<file path="src/rtl/imm_extend_pipe.sv">
// imm_extend_pipe: registered immediate extender with a valid/ready handshake.
// A raw IN_W-bit immediate is widened to OUT_W bits using one of four modes
// (sign, zero, upper, branch-shift). The output stage is a single result
// register backed by one skid entry. The upstream ready is therefore a pure
// function of local state and reset, so it never depends combinationally on
// the downstream ready_i. A wrap-around counter tracks delivered results.
module imm_extend_pipe #(
    parameter int IN_W  = 16,
    parameter int OUT_W = 32,
    parameter int SHL_W = 2,
    parameter int CNT_W = 8
) (
    input  logic             clk_i,
    input  logic             rst_i,
    input  logic             valid_i,
    output logic             ready_o,
    input  logic [IN_W-1:0]  data_i,
    input  logic [1:0]       mode_i,
    output logic             valid_o,
    input  logic             ready_i,
    output logic [OUT_W-1:0] data_o,
    output logic             neg_o,
    output logic [CNT_W-1:0] count_o
);

    localparam logic [1:0] MODE_SIGN   = 2'b00;
    localparam logic [1:0] MODE_ZERO   = 2'b01;
    localparam logic [1:0] MODE_UPPER  = 2'b10;
    localparam logic [1:0] MODE_BRANCH = 2'b11;

    // Reject configurations that cannot produce a meaningful extension.
    generate
        if (IN_W >= OUT_W) begin : g_bad_width
            $error("imm_extend_pipe: IN_W must be smaller than OUT_W");
        end
        if (IN_W < 2) begin : g_bad_in_w
            $error("imm_extend_pipe: IN_W must be at least 2");
        end
        if (SHL_W >= OUT_W) begin : g_bad_shift
            $error("imm_extend_pipe: SHL_W must be smaller than OUT_W");
        end
    endgenerate

    // Extension function shared by the direct load and the skid load.
    // The upper and branch modes shift an OUT_W-wide value, so bits that
    // move past OUT_W are discarded automatically.
    function automatic logic [OUT_W-1:0] extend_imm(
        input logic [IN_W-1:0] imm,
        input logic [1:0]      mode
    );
        logic [OUT_W-1:0] sext;
        logic [OUT_W-1:0] zext;
        sext = {{(OUT_W-IN_W){imm[IN_W-1]}}, imm};
        zext = {{(OUT_W-IN_W){1'b0}}, imm};
        case (mode)
            MODE_SIGN:   extend_imm = sext;
            MODE_ZERO:   extend_imm = zext;
            MODE_UPPER:  extend_imm = zext << IN_W;
            MODE_BRANCH: extend_imm = sext << SHL_W;
            default:     extend_imm = sext;
        endcase
    endfunction

    logic             out_valid_q, out_valid_d;
    logic [OUT_W-1:0] out_data_q,  out_data_d;
    logic             out_neg_q,   out_neg_d;
    logic             skid_valid_q, skid_valid_d;
    logic [OUT_W-1:0] skid_data_q,  skid_data_d;
    logic [CNT_W-1:0] count_q,     count_d;

    logic             accept_s;
    logic             deliver_s;
    logic [OUT_W-1:0] ext_s;

    // Handshake qualifiers, the extended immediate, and the upstream ready
    // (ready depends only on the skid state and reset).
    always_comb begin
        ready_o   = ~skid_valid_q & ~rst_i;
        accept_s  = valid_i & ready_o;
        deliver_s = out_valid_q & ready_i;
        ext_s     = extend_imm(data_i, mode_i);
    end

    // Next-state logic for the output register, the skid entry and the counter.
    always_comb begin
        out_valid_d  = out_valid_q;
        out_data_d   = out_data_q;
        skid_valid_d = skid_valid_q;
        skid_data_d  = skid_data_q;
        count_d      = count_q;

        if (!out_valid_q || deliver_s) begin
            // Output slot is free this cycle: the older skid entry wins.
            if (skid_valid_q) begin
                out_valid_d  = 1'b1;
                out_data_d   = skid_data_q;
                skid_valid_d = 1'b0;
            end else if (accept_s) begin
                out_valid_d = 1'b1;
                out_data_d  = ext_s;
            end else begin
                out_valid_d = 1'b0;
            end
        end else begin
            // Output is stalled: a new accept parks in the skid entry.
            if (accept_s) begin
                skid_valid_d = 1'b1;
                skid_data_d  = ext_s;
            end else begin
                skid_valid_d = skid_valid_q;
            end
        end

        if (deliver_s) begin
            count_d = count_q + CNT_W'(1'b1);
        end else begin
            count_d = count_q;
        end

        out_neg_d = out_data_d[OUT_W-1];
    end

    // State registers; reset discards any in-flight entries and clears the count.
    always_ff @(posedge clk_i or posedge rst_i) begin
        if (rst_i) begin
            out_valid_q  <= 1'b0;
            out_data_q   <= {OUT_W{1'b0}};
            out_neg_q    <= 1'b0;
            skid_valid_q <= 1'b0;
            skid_data_q  <= {OUT_W{1'b0}};
            count_q      <= {CNT_W{1'b0}};
        end else begin
            out_valid_q  <= out_valid_d;
            out_data_q   <= out_data_d;
            out_neg_q    <= out_neg_d;
            skid_valid_q <= skid_valid_d;
            skid_data_q  <= skid_data_d;
            count_q      <= count_d;
        end
    end

    // Drive the outputs straight from the registers.
    always_comb begin
        valid_o = out_valid_q;
        data_o  = out_data_q;
        neg_o   = out_neg_q;
        count_o = count_q;
    end

endmodule

</file>
<file path="config.mk">
export PLATFORM = sky130hd
export DESIGN_NAME = imm_extend_pipe
export DESIGN_NICKNAME = d
export VERILOG_FILES = /design/src/rtl/imm_extend_pipe.sv
export SDC_FILE = /design/constraint.sdc
export NUM_CORES = 1
export LEC_CHECK = 0
export CAP_MARGIN = 40
export CORE_AREA = 2 2 92 94
export DETAILED_ROUTE_END_ITERATION = 10
export DIE_AREA = 0 0 94 96
export PLACE_DENSITY = 0.76
export SLEW_MARGIN = 20
export SYNTH_ARGS = -nofsm -noshare
export SYNTH_HDL_FRONTEND = slang
export SYNTH_SLANG_ARGS = --single-unit
</file>
<file path="constraint.sdc">
create_clock -name clk_i -period 7.2 [get_ports clk_i]
set_clock_uncertainty 0.2 [all_clocks]
set_input_delay 0.72 -clock clk_i [delete_from_list [all_inputs] [get_ports clk_i]]
set_output_delay 0.72 -clock clk_i [all_outputs]
set_load 0.005 [all_outputs]
</file>
==> results.sh <==
export IMPL_timing_rr_start="skid_valid_q"
export IMPL_postCtsSetupRepairBufs=0
export IMPL_dp_hpwl_um=5900
export IMPL_cp_top_family="buffers and inverters"
export IMPL_grt_pass1_wl_um=15800
export IMPL_max_freq_ghz=0.358
export IMPL_crit_chain="clkdlybuf4s50_1 > nor2_2 > clkdlybuf4s50_1"
export IMPL_grt_pass1_vias=3051
export IMPL_antenna_violating_nets_post_route=0
export IMPL_globalplace_congestion=0.745
export IMPL_clk_pin_slew_ns=0.08
export IMPL_clockBufferDepth=2
export IMPL_grt_start_max_net_pins=54
export IMPL_crit_type="in -> out"
export IMPL_p_leak_nw=2.08
export IMPL_drc=0
export IMPL_required_ns=6.28
export IMPL_crit_buf_inv=2
export IMPL_yosys_register_bits=74
export IMPL_placed_cell_area_um2=4690
export IMPL_cts_root_buf="clkbuf_8"
export IMPL_irDropWorstVdd_mv=0.155
export IMPL_total_power_mw=1.35
export IMPL_synth_area_um2=4030
export IMPL_holdPathEnd="count_o[7]"
export IMPL_ys_async_sr_fraction_pct=100
export IMPL_holdPathStages=1
export IMPL_r2r_end="data_o[1]"
export IMPL_grt_util_all_layers_pct=22.6
export IMPL_viasPerCell=5.79
export IMPL_cts_buffers=9
export IMPL_syn2layout_area_growth_pct=23.1
export IMPL_switchingPower_mw=0.364
export IMPL_ys_types=35
export IMPL_relSlewSlack_pct=61.6
export IMPL_powerDensity_nw_per_um2=271
export IMPL_hold_viol=0
export IMPL_endpoint_kind="output port"
export IMPL_syn_inst=365
export IMPL_crit_slowest_cell="clkdlybuf4s50_1"
export IMPL_htreeDepth=3
export IMPL_power_frac_comb_pct=27.0
export IMPL_boundaryPins=65
export IMPL_drt_iter0_markers=152
export IMPL_antenna_cells=0
export IMPL_dp_cells=505
export IMPL_clkLatencyLatePin_ns=0.35
export IMPL_pwr_share_clk_pct=28.6
export IMPL_drt_pass1_iter_count=4
export IMPL_portBuffers=64
export IMPL_worst_slew_pin_transition_ns=0.574
export IMPL_holdBufCountCts=0
export IMPL_vias=3028
export IMPL_cts_resized=0
export IMPL_timing_reg2reg_setup_slack_ns=4.95
export IMPL_grt_overflow=0
export IMPL_switching_share_pct=27.1
export IMPL_layout_common_cells="dfrtp_1 (73), clkdlybuf4s50_1 (64), nand2b_1 (30)"
export IMPL_antenna_found_initial=0
export IMPL_cts_tree="yes"
export IMPL_coreArea_um2=8050
export IMPL_post_route_period_util_pct=38.8
export IMPL_cts_sink_count=74
export IMPL_ys_warn_count=0
export IMPL_cpMostUsedCell="clkdlybuf4s50_1"
export IMPL_rsz0062_at_grt="false"
export IMPL_max_cap_viol_count=0
export IMPL_design_area_um2=4960
export IMPL_wl_per_cell_um=18.2
export IMPL_min_from="count_o[7]"
export IMPL_setup_tns_ns=0
export IMPL_path_max_fanout=3
export IMPL_ys_seq_area_share_pct=45.9
export IMPL_fin_cells=523
export IMPL_synth_main_ff_cell="dfrtp_1"
export IMPL_cp_start_kind="primary input"
export IMPL_worst_r2r_cell_count=4
export IMPL_slowest_delay_ns=0.52
export IMPL_drt_total_wl_um=9540
export IMPL_synth_net_count=388
export IMPL_nNetsFinal=436
export IMPL_p_int_mw=0.981
export IMPL_start_util_pct=50.1
export IMPL_setup_viol_count_final=0
export IMPL_synth_edf_count=0
export IMPL_critPathArrivalTime_ns=1.88
export IMPL_layout_commonest_cell="dfrtp_1"
export IMPL_syn_avg_cell_area_um2=11.0
export IMPL_die_height_um=96
export IMPL_drive_gt1_share_pct=14.6
export IMPL_min_period_ns=2.80
export IMPL_die_x_um=94
export IMPL_hold_ws_ns=0.278
export IMPL_outcome="completed"
export IMPL_num_rows=33
export IMPL_drv_slew=0
export IMPL_hold_path_class="reg -> reg"
export IMPL_dieArea_um2=9020
export IMPL_sequentialPowerShare_pct=44.4
-- layer usage --
metal,global-route usage (%),share of wire (%),up-vias
li1,-,-,1445
met4,4.47,0.57,0
met3,5.09,4.8,5
met2,36.6,48,65
met1,31.4,47,1513
met5,0,0,-
-- cell families after synthesis --
| logic type | synth area share (%) |
|---|---|
| multiplexers | 14.3 |
| adder cells (fa/ha/maj) | 0.310 |
| XOR/XNOR | 1.52 |
| buffers and inverters | 7.07 |
| flip-flops | 45.9 |
| AO/OA/AOI/OAI | 22.7 |
| AND/OR/NAND/NOR | 8.16 |
-- power groups by stage --
stage	registers, mW	logic (mW)	clock network (mW)
6_report	0.598	0.363	0.385
5_1_grt	0.613	0.403	0.407
4_1_cts	0.599	0.363	0.391
3_5_place_dp	0.605	0.361	0
3_3_place_gp	0.602	0.350	0
2_1_floorplan	0.591	0.197	0
-- synth_stat cells, drive strengths merged, types with 2 or more instances --
| cell type | count | share of area (%) |
|---|---|---|
| a211oi | 16 | 3.0 |
| nand2b | 30 | 4.7 |
| mux2i | 16 | 4.0 |
| a22o | 13 | 2.8 |
| o211ai | 29 | 5.4 |
| xnor2 | 5 | 1.1 |
| dfrtp | 74 | 46 |
| buf | 24 | 4.0 |
| nor2b | 5 | 0.78 |
| mux2 | 37 | 10 |
| a221oi | 13 | 2.8 |
| o2bb2ai | 29 | 6.3 |
| inv | 19 | 1.8 |
| xor2 | 2 | 0.43 |
| clkbuf | 14 | 1.3 |
| nor2 | 5 | 0.53 |
| a21oi | 16 | 2.0 |
| nand2 | 7 | 0.65 |
-- registers in the layout, summed over array words and instances (netlist names) --
signal / count
count_o: 8
data_o: 32
skid_data_q: 32
skid_valid_q: 1
valid_o: 1
-- through the flow --
step | worst slack, ns | utilization, %
after floorplan | 4.40 | -
after global placement | 4.17 | 57.9
after detailed placement | 4.08 | 58.2
after CTS | 4.37 | 61.1
after global routing | 4.36 | 61.6
final | 4.40 | 61.6
-- layout make-up --
type / count / area (um2)
timing repair buffer: 75 / 771
tap: 105 / 131
clock buffer: 11 / 131
multi-input combinational: 234 / 1900
fill: 675 / 3090
clock inverter: 5 / 103
sequential: 74 / 1850
inverter: 19 / 71.3
-- worst reg2reg max path, stage by stage, from the launching register on --
cell and delay [ns]:
dfrtp_2 0.67, buf_16 0.23, buf_4 0.40, mux2_2 0.40, mux2_2 0.25
-- worst max-delay path by stage --
stage                            start    endpoint  depth (start not counted)
final                            rst_i     ready_o                          3
after global routing      skid_valid_q     ready_o                          3
after CTS                 skid_valid_q     ready_o                          2
after detailed placement     mode_i[0]  data_o[21]                          5
after global placement       mode_i[0]  data_o[21]                          5
after floorplan                  rst_i  count_o[0]                          1
(Power assumes the default switching activity.)
